--- src/rtl/camera_pkg.sv ---
// camera_pkg: capture FSM state encoding and default frame geometry shared with camera_mock
package camera_pkg;
    localparam int ROWS_DEF   = 12;
    localparam int COLS_DEF   = 12;
    localparam int PIX_W_DEF  = 10;
    localparam int ADDR_W_DEF = 16;
    typedef enum logic [1:0] {IDLE, ARM, FRAME, DONE} state_t;
endpackage

--- src/rtl/camera_capture_ctrl_if.sv ---
// camera_capture_ctrl_if: camera pixel stream in, frame-buffer write port out
interface camera_capture_ctrl_if #(
    parameter int PIX_W  = camera_pkg::PIX_W_DEF,
    parameter int ADDR_W = camera_pkg::ADDR_W_DEF
);
    logic              cam_vsync;
    logic              cam_href;
    logic [PIX_W-1:0]  cam_data;
    logic              wr_en;
    logic [ADDR_W-1:0] wr_addr;
    logic [PIX_W-1:0]  wr_data;
    modport master (output cam_vsync, cam_href, cam_data, input wr_en, wr_addr, wr_data);
    modport slave (input cam_vsync, cam_href, cam_data, output wr_en, wr_addr, wr_data);
endinterface

--- src/rtl/cam_sync_edge.sv ---
// cam_sync_edge: registers the camera pins once and flags vsync rise / href fall
module cam_sync_edge import camera_pkg::*; #(
    parameter int PIX_W = PIX_W_DEF
) (
    input  logic             clk,
    input  logic             rst,
    input  logic             vsync,
    input  logic             href,
    input  logic [PIX_W-1:0] data,
    output logic             vs_q,
    output logic             href_q,
    output logic [PIX_W-1:0] data_q,
    output logic             vs_rise,
    output logic             href_fall
);
    logic vs_qq, href_qq;
    always_ff @(posedge clk) begin
        if (rst) begin
            {vs_q, vs_qq, href_q, href_qq} <= '0;
            data_q <= '0;
        end else begin
            vs_q    <= vsync;
            vs_qq   <= vs_q;
            href_q  <= href;
            href_qq <= href_q;
            data_q  <= data;
        end
    end
    assign vs_rise   = vs_q & ~vs_qq;
    assign href_fall = href_qq & ~href_q;
endmodule

--- src/rtl/camera_capture_ctrl.sv ---
// camera_capture_ctrl: arms on request, captures whole frames into addressed writes, checks geometry
module camera_capture_ctrl import camera_pkg::*; #(
    parameter int ROWS   = ROWS_DEF,
    parameter int COLS   = COLS_DEF,
    parameter int PIX_W  = PIX_W_DEF,
    parameter int ADDR_W = ADDR_W_DEF
) (
    input  logic       clk,
    input  logic       rst,
    input  logic       cap_start,
    input  logic [2:0] cap_frames,
    input  logic       abort,
    output logic       busy,
    output logic       done,
    output logic       err,
    output logic [2:0] frame_idx,
    camera_capture_ctrl_if.slave bus
);
    localparam int RW = $clog2(ROWS + 1);
    localparam int CW = $clog2(COLS + 1);
    state_t state, state_n;
    logic vs_q, href_q, vs_rise, href_fall;
    logic [PIX_W-1:0] data_q;
    logic [2:0] frames;
    logic [RW-1:0] row;
    logic [CW-1:0] col;
    logic seen, accept, in_frame, px, in_row, last_row, last_px, last_frame, frame_end, wr, bad;
    logic wr_en;
    logic [ADDR_W-1:0] wr_addr;
    logic [PIX_W-1:0] wr_data;

    cam_sync_edge #(.PIX_W(PIX_W)) u_sync (
        .clk       (clk),
        .rst       (rst),
        .vsync     (bus.cam_vsync),
        .href      (bus.cam_href),
        .data      (bus.cam_data),
        .vs_q      (vs_q),
        .href_q    (href_q),
        .data_q    (data_q),
        .vs_rise   (vs_rise),
        .href_fall (href_fall)
    );

    always_ff @(posedge clk) begin
        if (rst) state <= IDLE;
        else state <= state_n;
    end

    // An early vsync both ends the current frame and starts the next one.
    always_comb begin
        state_n = state;
        case (state)
            IDLE:    state_n = accept ? ARM : IDLE;
            ARM:     state_n = vs_rise ? FRAME : ARM;
            FRAME:   state_n = !frame_end ? FRAME : last_frame ? DONE : vs_rise ? FRAME : ARM;
            default: state_n = IDLE;
        endcase
        if (abort) state_n = IDLE;
    end

    always_comb begin
        accept     = state == IDLE && cap_start && cap_frames != 3'd0 && !abort;
        in_frame   = state == FRAME;
        px         = in_frame && href_q && !vs_q;
        in_row     = col < CW'(COLS);
        last_row   = row == RW'(ROWS - 1);
        last_px    = px && in_row && col == CW'(COLS - 1) && last_row;
        last_frame = frame_idx == frames - 3'd1;
        frame_end  = last_px || (in_frame && href_fall && last_row) || (in_frame && vs_rise);
        wr         = px && in_row && !abort;
        bad        = in_frame && ((href_q && vs_q) || (px && !in_row) ||
                                  (href_fall && col != CW'(COLS)) || vs_rise);
        busy       = state != IDLE;
        done       = state == DONE;
    end

    // frame_idx advances on the vsync that opens each frame after the first.
    always_ff @(posedge clk) begin
        if (rst) begin
            frames    <= '0;
            frame_idx <= '0;
            seen      <= 1'b0;
            err       <= 1'b0;
            row       <= '0;
            col       <= '0;
            wr_en     <= 1'b0;
            wr_addr   <= '0;
            wr_data   <= '0;
        end else begin
            wr_en <= wr;
            if (wr) begin
                wr_addr <= ADDR_W'(row) * ADDR_W'(COLS) + ADDR_W'(col);
                wr_data <= data_q;
            end
            if (accept) begin
                frames    <= cap_frames;
                frame_idx <= '0;
                seen      <= 1'b0;
                err       <= 1'b0;
            end else if (bad && !abort) err <= 1'b1;
            if (vs_rise && state_n == FRAME) begin
                frame_idx <= frame_idx + 3'(seen);
                seen      <= 1'b1;
                row       <= '0;
                col       <= '0;
            end else if (px) col <= in_row ? col + 1'b1 : col;
            else if (in_frame && href_fall) begin
                row <= row + 1'b1;
                col <= '0;
            end
        end
    end

    assign bus.wr_en   = wr_en;
    assign bus.wr_addr = wr_addr;
    assign bus.wr_data = wr_data;
endmodule

--- src/flat_wrapper.sv ---
// flat-port wrapper written by rule: the top's interface ports become plain ports
module camera_capture_ctrl_flat import camera_pkg::*;
#(
    parameter int ROWS   = ROWS_DEF,
    parameter int COLS   = COLS_DEF,
    parameter int PIX_W  = PIX_W_DEF,
    parameter int ADDR_W = ADDR_W_DEF
)
  (clk, rst, cap_start, cap_frames, abort, busy, done, err, frame_idx, bus_cam_vsync, bus_cam_href, bus_cam_data, bus_wr_en, bus_wr_addr, bus_wr_data);
  camera_capture_ctrl_if #(.PIX_W(PIX_W), .ADDR_W(ADDR_W)) bus_i ();
  input  logic clk;
  input  logic rst;
  input  logic cap_start;
  input  logic [2:0] cap_frames;
  input  logic abort;
  output logic busy;
  output logic done;
  output logic err;
  output logic [2:0] frame_idx;
  input wire logic [$bits(bus_i.cam_vsync)-1:0] bus_cam_vsync;
  input wire logic [$bits(bus_i.cam_href)-1:0] bus_cam_href;
  input wire logic [$bits(bus_i.cam_data)-1:0] bus_cam_data;
  output wire logic [$bits(bus_i.wr_en)-1:0] bus_wr_en;
  output wire logic [$bits(bus_i.wr_addr)-1:0] bus_wr_addr;
  output wire logic [$bits(bus_i.wr_data)-1:0] bus_wr_data;
  assign bus_i.cam_vsync = bus_cam_vsync;
  assign bus_i.cam_href = bus_cam_href;
  assign bus_i.cam_data = bus_cam_data;
  assign bus_wr_en = bus_i.wr_en;
  assign bus_wr_addr = bus_i.wr_addr;
  assign bus_wr_data = bus_i.wr_data;
  camera_capture_ctrl #(.ROWS(ROWS), .COLS(COLS), .PIX_W(PIX_W), .ADDR_W(ADDR_W)) u_core (.clk(clk), .rst(rst), .cap_start(cap_start), .cap_frames(cap_frames), .abort(abort), .busy(busy), .done(done), .err(err), .frame_idx(frame_idx), .bus(bus_i));
endmodule
--- config.mk ---
export PLATFORM = sky130hd
export DESIGN_NAME = camera_capture_ctrl_flat
export DESIGN_NICKNAME = d
export VERILOG_FILES = /design/src/rtl/camera_pkg.sv /design/src/rtl/camera_capture_ctrl_if.sv /design/src/rtl/cam_sync_edge.sv /design/src/rtl/camera_capture_ctrl.sv /design/src/flat_wrapper.sv
export SDC_FILE = /design/constraint.sdc
export NUM_CORES = 1
export LEC_CHECK = 0
export BUFFER_PORTS_ARGS = -buffer_cell sky130_fd_sc_hd__buf_2
export CAP_MARGIN = 30
export CORE_ASPECT_RATIO = 1.4
export CORE_UTILIZATION = 28
export CTS_BUF_LIST = sky130_fd_sc_hd__clkbuf_8
export DETAILED_ROUTE_END_ITERATION = 7
export SKIP_CTS_REPAIR_TIMING = 1
export SYNTH_ARGS = -nofsm -noshare
export SYNTH_HDL_FRONTEND = slang
export SYNTH_SLANG_ARGS = --single-unit
--- constraint.sdc ---
create_clock -name clk -period 2.8 [get_ports clk]
set_input_delay 0.56 -clock clk [delete_from_list [all_inputs] [get_ports clk]]
set_output_delay 0.56 -clock clk [all_outputs]
set_load 0.01 [all_outputs]
==> key figures, run 1 <==
Outcome
  – Outcome: complete, no violations

Worst hold path
  – Hold Path Class: reg -> reg
  – Hold path startpoint: u_core.u_sync.data_q[1]
  – Hold Path End: u_core.bus.wr_data[1]
  – Hold Path Depth: 2

Setup path
  – Signal arrival time at the worst endpoint: between 2 and 2.5 ns
  – Critical path's slowest cell: fa_1
  – Startpoint types: register
  – Crit-path max cell delay: 0.49 ns
  – CP cell instances: ha_1 > inv_1 > fa_1 > xnor2_1 > nor4_1 > o221ai_1 > o221a_2
  – Critical Path Source: u_core.row[0]
  – Worst R2R Path Depth: 7
  – Worst setup EP type: register
  – Crit Path Max Fanout: 5
  – Worst Path Required: approximately 3.0 ns
  – R2r setup slk: slightly above 0.6 ns
  – Crit path buffers/inverters: 1
  – Reg2reg end: u_core.bus.wr_addr[7]
  – R2R Path Start: u_core.row[0]
  – CP delay by family, top: adder cells
  – Setup CP Type: reg -> reg

Routing
  – Initial drt markers: between 40 and 50
  – Remaining DRCs: 0
  – DR vias/cell: about 4.7
  – ANT nets after route: 0
  – Routed WL per cell: roughly 12 microns
  – DRT Wirelength: 5033 microns
  – Routed via count: approximately 2000
  – Pre-antenna DRT Iters: 4

GRT
  – Pin count of the biggest net entering global routing: 30
  – GRT Total Usage: roughly 11%
  – Number of global-route vias before repair: ~1800
  – Global-route wire length before repair: slightly above 8000 microns
  – Final global-route overflow total: 0
  – Initial antenna violation count: 0

Floorplanning
  – Die height: about 110 microns
  – Die area: around 9400 sq um
  – Rows: 40
  – Chip width: 82.14 microns
  – Initial Util: ~29%
  – Core ar.: a little under 9000 sq um
  – IO Count: 52

Timing
  – Fin. max-slew vios: 0
  – Max frequency: between 0.4 and 0.5 GHz
  – Crit share post-route: between 70% and 80%
  – Setup TNS: 0 ns
  – Slew of the pin with the lowest slew margin: ~0.69 ns
  – Setup violators final: 0
  – Worst clock skew: 0.01392 ns
  – Min Clock Period, post-route: about 2.2 ns
  – RSZ-0062 raised after global routing: false
  – Max-Slew Margin vs Limit: about 54%
  – Final hold vios: 0

Synthesis
  – Proportion of synthesized chip area in sequential cells: approximately two fifths
  – YS warnings: 0
  – Post-synthesis mux area share: 1.590%
  – Asr flop ratio synth: 0%
  – Mapped Cells: 274
  – Distinct cell type count after synthesis: between 50 and 60
  – Post-synthesis register bit count: 52
  – Top FF cell, synth: dfxtp_1
  – Post-Syn Area per Cell: 9.188 sq um
  – Post-Synth Adder-Cell Area: between 7 and 8%
  – Synth Area in XOR/XNOR: 3.032%
  – Post-synth EDFFs: 0
  – Synth Area in Simple Gates: 25.10%
  – Post-synth design cell area: ~2500 sq um
  – Compound-Gate Fraction of Synth Area: between 10% and 20%
  – Largest family of logic cells by synthesized area: simple AND/OR/NAND/NOR gates

Final layout
  – Most common library cell in the layout ignoring fill and taps: dfxtp_1
  – Layout area overhead: 13.72%
  – Diode count: 0
  – Ratio of cells with drive above 1 in the final layout: 20.63%
  – Most frequent cells in the layout: dfxtp_1, buf_2, nand2_1
  – Nets@finish: ~350
  – Fin cells: 420

Clock network
  – TritonCTS clock tree: yes
  – Clock-pin slew on the worst setup and hold paths: 0.11 ns
  – Clock sinks: 52
  – CTS Buf Count: 5
  – Clock root buffer: clkbuf_8
  – Clock Latency Late Sink: about 0.32 ns
  – CTS H-Tree Depth: 2
  – Max Root-Sink Buffers: 2

Power
  – Leakage: between 1 and 1.5 nW
  – Total Power: approximately 0.0013 W
  – Sequential power share: approximately 60%
  – PD cells: roughly 450 nW/um^2
  – Net Switching: roughly 0.00033 W
  – Combinational share of power: about 5.4%
  – Maximum vdd drop: approximately 0.27 mV
  – Sw frac: between 20% and 30%
  – Clk pwr share: a little over a third
  – Pint: just under 0.001 W

Run
  – # Max-Cap Violations: 0

Place
  – IO buf count: 44
  – GPL Wtd Cong: 0.8148
  – Detailed Place HPWL: around 3800 microns
  – Cells after DPL: slightly above 400
-- cell type report --
class / count / area (sq um)
timing repair buffer: 46 / 235.2
tap: 105 / 131.4
fill: 918 / 5796
sequential: 52 / 1041
clock inverter: 3 / 27.53
multi-input combinational: 195 / 1306
clock buffer: 5 / 68.82
inverter: 14 / 52.55
-- Yosys cell counts (4+ instances only) --
cell / count / area (sq um)
xnor2_1: 6 / 52.55
ha_1: 11 / 137.6
nand2_1: 39 / 146.4
a21oi_1: 23 / 115.1
nor3_1: 10 / 50.05
nand3_1: 5 / 25.02
nor2_1: 7 / 26.28
nor2b_1: 14 / 87.58
buf_2: 4 / 20.02
buf_6: 5 / 56.30
a211oi_1: 4 / 30.03
nand2b_1: 5 / 31.28
inv_1: 14 / 52.55
a31oi_1: 6 / 37.54
mux2i_1: 4 / 40.04
dfxtp_1: 52 / 1041
buf_4: 7 / 52.55
-- worst max path at each step --
stage                       endpoint  slack (ns)  cells past startpoint
2_1_floorplan  u_core.bus.wr_addr[7]        0.84                      7
3_3_place_gp   u_core.bus.wr_addr[7]        0.72                      7
3_5_place_dp   u_core.bus.wr_addr[7]        0.65                      7
4_1_cts        u_core.bus.wr_addr[7]        0.62                      7
5_1_grt        u_core.bus.wr_addr[7]        0.44                      7
6_report       u_core.bus.wr_addr[7]        0.61                      7
-- power groups by stage --
stage / clock network, W / logic, W / registers [W]
final: 0.000462 / 0.0000696 / 0.000761
after global routing: 0.000500 / 0.0000780 / 0.000763
after CTS: 0.000477 / 0.0000708 / 0.000761
after detailed placement: 0 / 0.0000705 / 0.000778
after global placement: 0 / 0.0000692 / 0.000778
after floorplan: 0 / 0.0000569 / 0.000776
-- stage by stage --
stage	cell area (sq um)	hold slack [ns]	worst slack (ns)	util [%]
CTS	2863	0.4336	0.6190	33.06
global route	2863	0.4451	0.4356	33.06
detailed placement	2766	0.4250	0.6497	31.95
finish	2863	0.4328	0.6124	33.06
floorplan	2540	0.4174	0.8410	-
global placement	2766	0.4203	0.7186	31.95
-- per-layer routing --
layer  vias up  part of all wire [%]  global-route usage [%]
li1       1018                     -                       -
met1       918                    44                   13.02
met2        35                    51                   19.45
met3         6                   3.0                   2.390
met4         0                   1.8                   4.912
met5         -                     0                       0
-- sequential cells by signal, summed over array words and instances, names as in the netlist, 2 cells and up --
register              flops
u_core.bus.wr_addr        9
u_core.bus.wr_data       10
u_core.col                4
u_core.frame_idx          3
u_core.frames             3
u_core.row                4
u_core.state              2
u_core.u_sync.data_q     10
-- logic make-up (layout without fill, tap and decap cells) --
group,after synthesis,count (layout)
other,1,7
XOR/XNOR,7,7
AND/OR/NAND/NOR,110,110
adder cells (fa/ha/maj),13,13
AO/OA/AOI/OAI,54,54
flip-flops,52,52
multiplexers,4,4
buffers and inverters,33,68
-- worst reg2reg max path: stages (launching register included) --
cell	delay (ns)
dfxtp_1	0.41
ha_1	0.27
inv_1	0.09
fa_1	0.49
xnor2_1	0.21
nor4_1	0.22
o221ai_1	0.16
o221a_2	0.24
Note: power is estimated with default switching activity, not from simulation.
==> run 2, diff against run 1 <==
Clock period 2.8 ns to 2.2 ns, I/O delays scaled along.
==> key figures, run 2 (synthesis results as in run 1) <==
Setup path
  – Setup CP Type: reg -> reg
  – Signal arrival time at the worst endpoint: between 2 and 2.5 ns
  – Critical Path Source: u_core.row[1]
  – Worst setup EP type: register
  – Worst Path Required: between 2 and 2.5 ns
  – Startpoint types: register
  – Crit Path Max Fanout: 5
  – R2R Path Start: u_core.row[1]

Power
  – Net Switching: about 0.00042 W
  – PD cells: 571.9 nW/um^2
  – Pint: between 0.001 and 0.0015 W
  – Leakage: 1.148 nW
  – Maximum vdd drop: 0.4248 mV
  – Combinational share of power: roughly 5.5%
  – Clk pwr share: between 30% and 40%
  – Sw frac: between 20% and 30%
  – Sequential power share: between 50% and 60%

GRT
  – GRT Total Usage: a little under an eighth
  – Initial antenna violation count: 0
  – Number of global-route vias before repair: between 1500 and 2000
  – Pin count of the biggest net entering global routing: 26
  – Final global-route overflow total: 0
  – Global-route wire length before repair: approximately 8300 microns

Outcome
  – Outcome: complete, no violations

Final layout
  – # fillers: 916
  – Fin cells: approximately 420
  – Final core occ: between 30% and 40%
  – Top Registers: u_core.bus.wr_data (10), u_core.u_sync.data_q (10), u_core.bus.wr_addr (9)
  – Diode count: 0
  – Most frequent cells in the layout: dfxtp_1, buf_2, nand2_1
  – Most common library cell in the layout ignoring fill and taps: dfxtp_1
  – Layout area overhead: 14.46%
  – Nets@finish: ~350
  – Ratio of cells with drive above 1 in the final layout: a little over a fifth

Timing
  – Final hold vios: 0
  – Setup violators final: 0
  – Fin. max-slew vios: 0
  – Slew of the pin with the lowest slew margin: approximately 0.67 ns
  – Max-Slew Margin vs Limit: roughly 55%
  – Setup TNS: 0 ns
  – Hold WS: 0.3227 ns
  – Crit share post-route: 94.38%
  – Max frequency: around 0.48 GHz
  – Setup ws final: 0.1236 ns
  – Worst clock skew: around 0.0065 ns
  – RSZ-0062 raised after global routing: false
  – Min Clock Period, post-route: about 2.1 ns

Clock network
  – Max Root-Sink Buffers: 2
  – CTS Buf Count: 5
  – Clock Latency Late Sink: approximately 0.32 ns
  – Clock sinks: 52
  – CTS H-Tree Depth: 2
  – Clock-pin slew on the worst setup and hold paths: ~0.11 ns
  – TritonCTS clock tree: yes
  – Clock root buffer: clkbuf_8

Place
  – GPL Wtd Cong: between 0.8 and 0.9
  – Pre-CTS WS: ~0.073 ns
  – IO buf count: 44
  – Cells after DPL: around 410
  – Detailed Place HPWL: between 3000 and 4000 microns

Routing
  – ANT nets after route: 0
  – Pre-antenna DRT Iters: 4
  – Routed WL per cell: between 10 and 15 microns
  – Initial drt markers: 95
  – Routed via count: around 2000
  – DRT Wirelength: slightly above 5000 microns
  – Remaining DRCs: 0
  – DR vias/cell: ~4.7

Run
  – # Max-Cap Violations: 0

Floorplanning
  – Initial Util: slightly below 30%
  – Core ar.: 8658 sq um
  – Chip width: between 80 and 90 microns
  – Die area: around 9400 sq um
  – Rows: 40
  – Die height: approximately 110 microns
  – IO Count: 52

Worst hold path
  – Hold path startpoint: bus_cam_data[4]
  – Hold Path Class: in -> reg
run 2: changes by cell type in the layout (fill, tap and decap cells not counted), sizes merged:
cell	previous run	this run
buf	46	48
run 2: final cells by class:
| class | count | area [sq um] | area share [%] |
|---|---|---|---|
| clock inverter | 3 | 27.53 | 0.9553 |
| tap | 105 | 131.4 | 4.559 |
| inverter | 14 | 52.55 | 1.824 |
| timing repair buffer | 48 | 250.2 | 8.684 |
| sequential | 52 | 1042 | 36.17 |
| multi-input combinational | 195 | 1309 | 45.42 |
| clock buffer | 5 | 68.82 | 2.388 |
run 2: worst max-delay path, stage by stage (launching register included):
cell and delay, ns:
dfxtp_1 0.38, ha_2 0.23, inv_1 0.07, fa_1 0.48, xnor2_1 0.22, nor4_1 0.19, o221ai_1 0.16, o221a_2 0.25
run 2: power groups by stage:
stage	registers (W)	logic (W)	clock network [W]
4_1_cts	0.000969	0.0000914	0.000607
5_1_grt	0.000971	0.0000998	0.000645
3_3_place_gp	0.000990	0.0000896	0
3_5_place_dp	0.000990	0.0000912	0
2_1_floorplan	0.000987	0.0000724	0
6_report	0.000969	0.0000901	0.000589
run 2: path summary, 6_finish.rpt:
kind,slack [ns],depth (start not counted),end
setup reg to reg,0.12,7,u_core.bus.wr_addr[7]
hold reg to reg,0.44,2,u_core.bus.wr_data[5]
hold / removal,0.32,2,u_core.u_sync.data_q[4]
setup / recovery,0.12,7,u_core.bus.wr_addr[7]
run 2: per-layer routing:
metal	vias to the layer above	track usage, %	wire [microns]
met5	-	0	0
met4	0	6.550	167
met3	11	2.869	169
met2	41	20.06	2640
met1	905	12.95	2183
li1	1021	-	-
run 2: stage by stage:
step,power [W],instance area [sq um]
final,0.001648,2882
after global routing,0.001716,2882
after CTS,0.001667,2878
after detailed placement,0.001081,2781
after global placement,0.001080,2781
after floorplan,0.001060,2540
==> run 3, diff against run 2 <==
Settings changed: BUFFER_PORTS_ARGS -buffer_cell sky130_fd_sc_hd__buf_2 to not set, DONT_BUFFER_PORTS set to 1.
==> key figures, run 3 (synthesis results as in run 1) <==
Clock network
  – Clock root buffer: clkbuf_8
  – Max Root-Sink Buffers: 2
  – Clock sinks: 52
  – TritonCTS clock tree: yes
  – Clock Latency Late Sink: around 0.31 ns
  – CTS H-Tree Depth: 2
  – CTS Buf Count: 5
  – Clock-pin slew on the worst setup and hold paths: ~0.1 ns

Timing
  – Worst clock skew: between 0.004 and 0.005 ns
  – Slew of the pin with the lowest slew margin: slightly below 0.7 ns
  – Setup violators final: 0
  – Max-Slew Margin vs Limit: roughly 55%
  – Crit share post-route: 94.17%
  – Fin. max-slew vios: 0
  – Final hold vios: 0
  – Setup TNS: 0 ns
  – RSZ-0062 raised after global routing: false
  – Min Clock Period, post-route: 2.072 ns
  – Max frequency: between 0.4 and 0.5 GHz

Routing
  – Remaining DRCs: 0
  – Pre-antenna DRT Iters: 4
  – Routed via count: ~1800
  – Routed WL per cell: 13.63 microns
  – Initial drt markers: 119
  – DRT Wirelength: about 5100 microns
  – ANT nets after route: 0
  – DR vias/cell: a little under 5

Place
  – GPL Wtd Cong: around 0.78
  – Detailed Place HPWL: roughly 3700 microns
  – IO buf count: 0

Floorplanning
  – Initial Util: 29.08%
  – Core ar.: between 8000 and 9000 sq um
  – IO Count: 52
  – Rows: 40
  – Die area: 9379 sq um
  – Die height: 114.2 microns
  – Chip width: a little over 80 microns

Setup path
  – Setup CP Type: reg -> reg
  – Startpoint types: register
  – Worst setup EP type: register
  – CP cell instances: ha_2 > inv_1 > fa_2 > xnor2_2 > nor4_2 > o221ai_1 > o221a_2
  – Worst Path Required: about 2.4 ns
  – Critical path's slowest cell: fa_2
  – Signal arrival time at the worst endpoint: 2.29 ns
  – Crit-path max cell delay: about 0.43 ns
  – Crit Path Max Fanout: 5

Final layout
  – Nets@finish: 303
  – Top Registers: u_core.bus.wr_data (10), u_core.u_sync.data_q (10), u_core.bus.wr_addr (9)
  – Multi-input logic area: around 1300 sq um
  – Diode count: 0
  – # fillers: between 900 and 1000
  – Ratio of cells with drive above 1 in the final layout: about a tenth
  – Register area: about 1000 sq um
  – Layout area overhead: 6.660%
  – Final core occ: 31.01%
  – Most common library cell in the layout ignoring fill and taps: dfxtp_1
  – Most frequent cells in the layout: dfxtp_1, nand2_1, a21oi_1

GRT
  – GRT Total Usage: between 10% and 20%
  – Initial antenna violation count: 0
  – Pin count of the biggest net entering global routing: 46
  – Number of global-route vias before repair: between 1500 and 2000
  – Final global-route overflow total: 0
  – Global-route wire length before repair: 8328 microns

Run
  – # Max-Cap Violations: 0

Outcome
  – Outcome: complete, no violations

Worst hold path
  – Hold Path Class: in -> reg

Power
  – PD cells: 632.7 nW/um^2
  – Leakage: approximately 0.95 nW
  – Maximum vdd drop: about 0.47 mV
run 3: report_power, final:
| group | internal (W) | switching (W) | leakage [nW] |
|---|---|---|---|
| Clock | 0.000340 | 0.000332 | 0.0599 |
| Combinational | 0.0000280 | 0.0000301 | 0.463 |
| Sequential | 0.000958 | 0.0000107 | 0.423 |
| Total | 0.00133 | 0.000373 | 0.946 |
run 3: final timing paths:
check / startpoint / to / slack [ns] / cells past startpoint
max: u_core.row[1] / u_core.bus.wr_addr[7] / 0.13 / 7
min reg2reg: u_core.u_sync.data_q[5] / u_core.bus.wr_data[5] / 0.44 / 2
min: rst / u_core.u_sync.data_q[1] / 0.19 / 1
max reg2reg: u_core.row[1] / u_core.bus.wr_addr[7] / 0.13 / 7
run 3: critical path, delay by kind of cell (launching register included):
| kind | cells | cell delay (ns) |
|---|---|---|
| fa+ha+maj | 2 | 0.66 |
| compound gates | 2 | 0.39 |
| flops | 1 | 0.37 |
| simple gates | 1 | 0.28 |
| xor+xnor | 1 | 0.19 |
| buf+inv | 1 | 0.07 |
run 3: cell type report:
cell class | count | share of cell area (%)
Clock buffer | 5 | 2.563
Clock inverter | 3 | 1.584
Tap cell | 105 | 4.893
Timing Repair Buffer | 3 | 0.8388
Sequential cell | 52 | 38.82
Inverter | 14 | 1.957
Multi-Input combinational cell | 195 | 49.35
run 3: routing by layer:
metal | wire (microns) | vias to the layer above | GRT usage [%] | share of wire, %
li1 | - | 931 | - | -
met3 | 227 | 11 | 3.506 | 4.4
met5 | 0 | - | 0 | 0
met1 | 2154 | 846 | 12.92 | 42
met4 | 141 | 0 | 6.199 | 2.7
met2 | 2617 | 33 | 19.89 | 51
run 3: per-stage QoR:
stage	total power, W	setup WS (ns)	instance area (sq um)	instances	hold WS, ns
finish	0.001699	0.1282	2685	377	0.1867
global route	0.001769	0.02146	2685	377	0.1661
CTS	0.001721	0.05001	2665	377	0.1739
detailed placement	0.001050	0.06430	2554	369	0.4221
global placement	0.001048	0.1141	2554	369	0.4134
floorplan	0.001060	0.2410	2540	280	0.4174
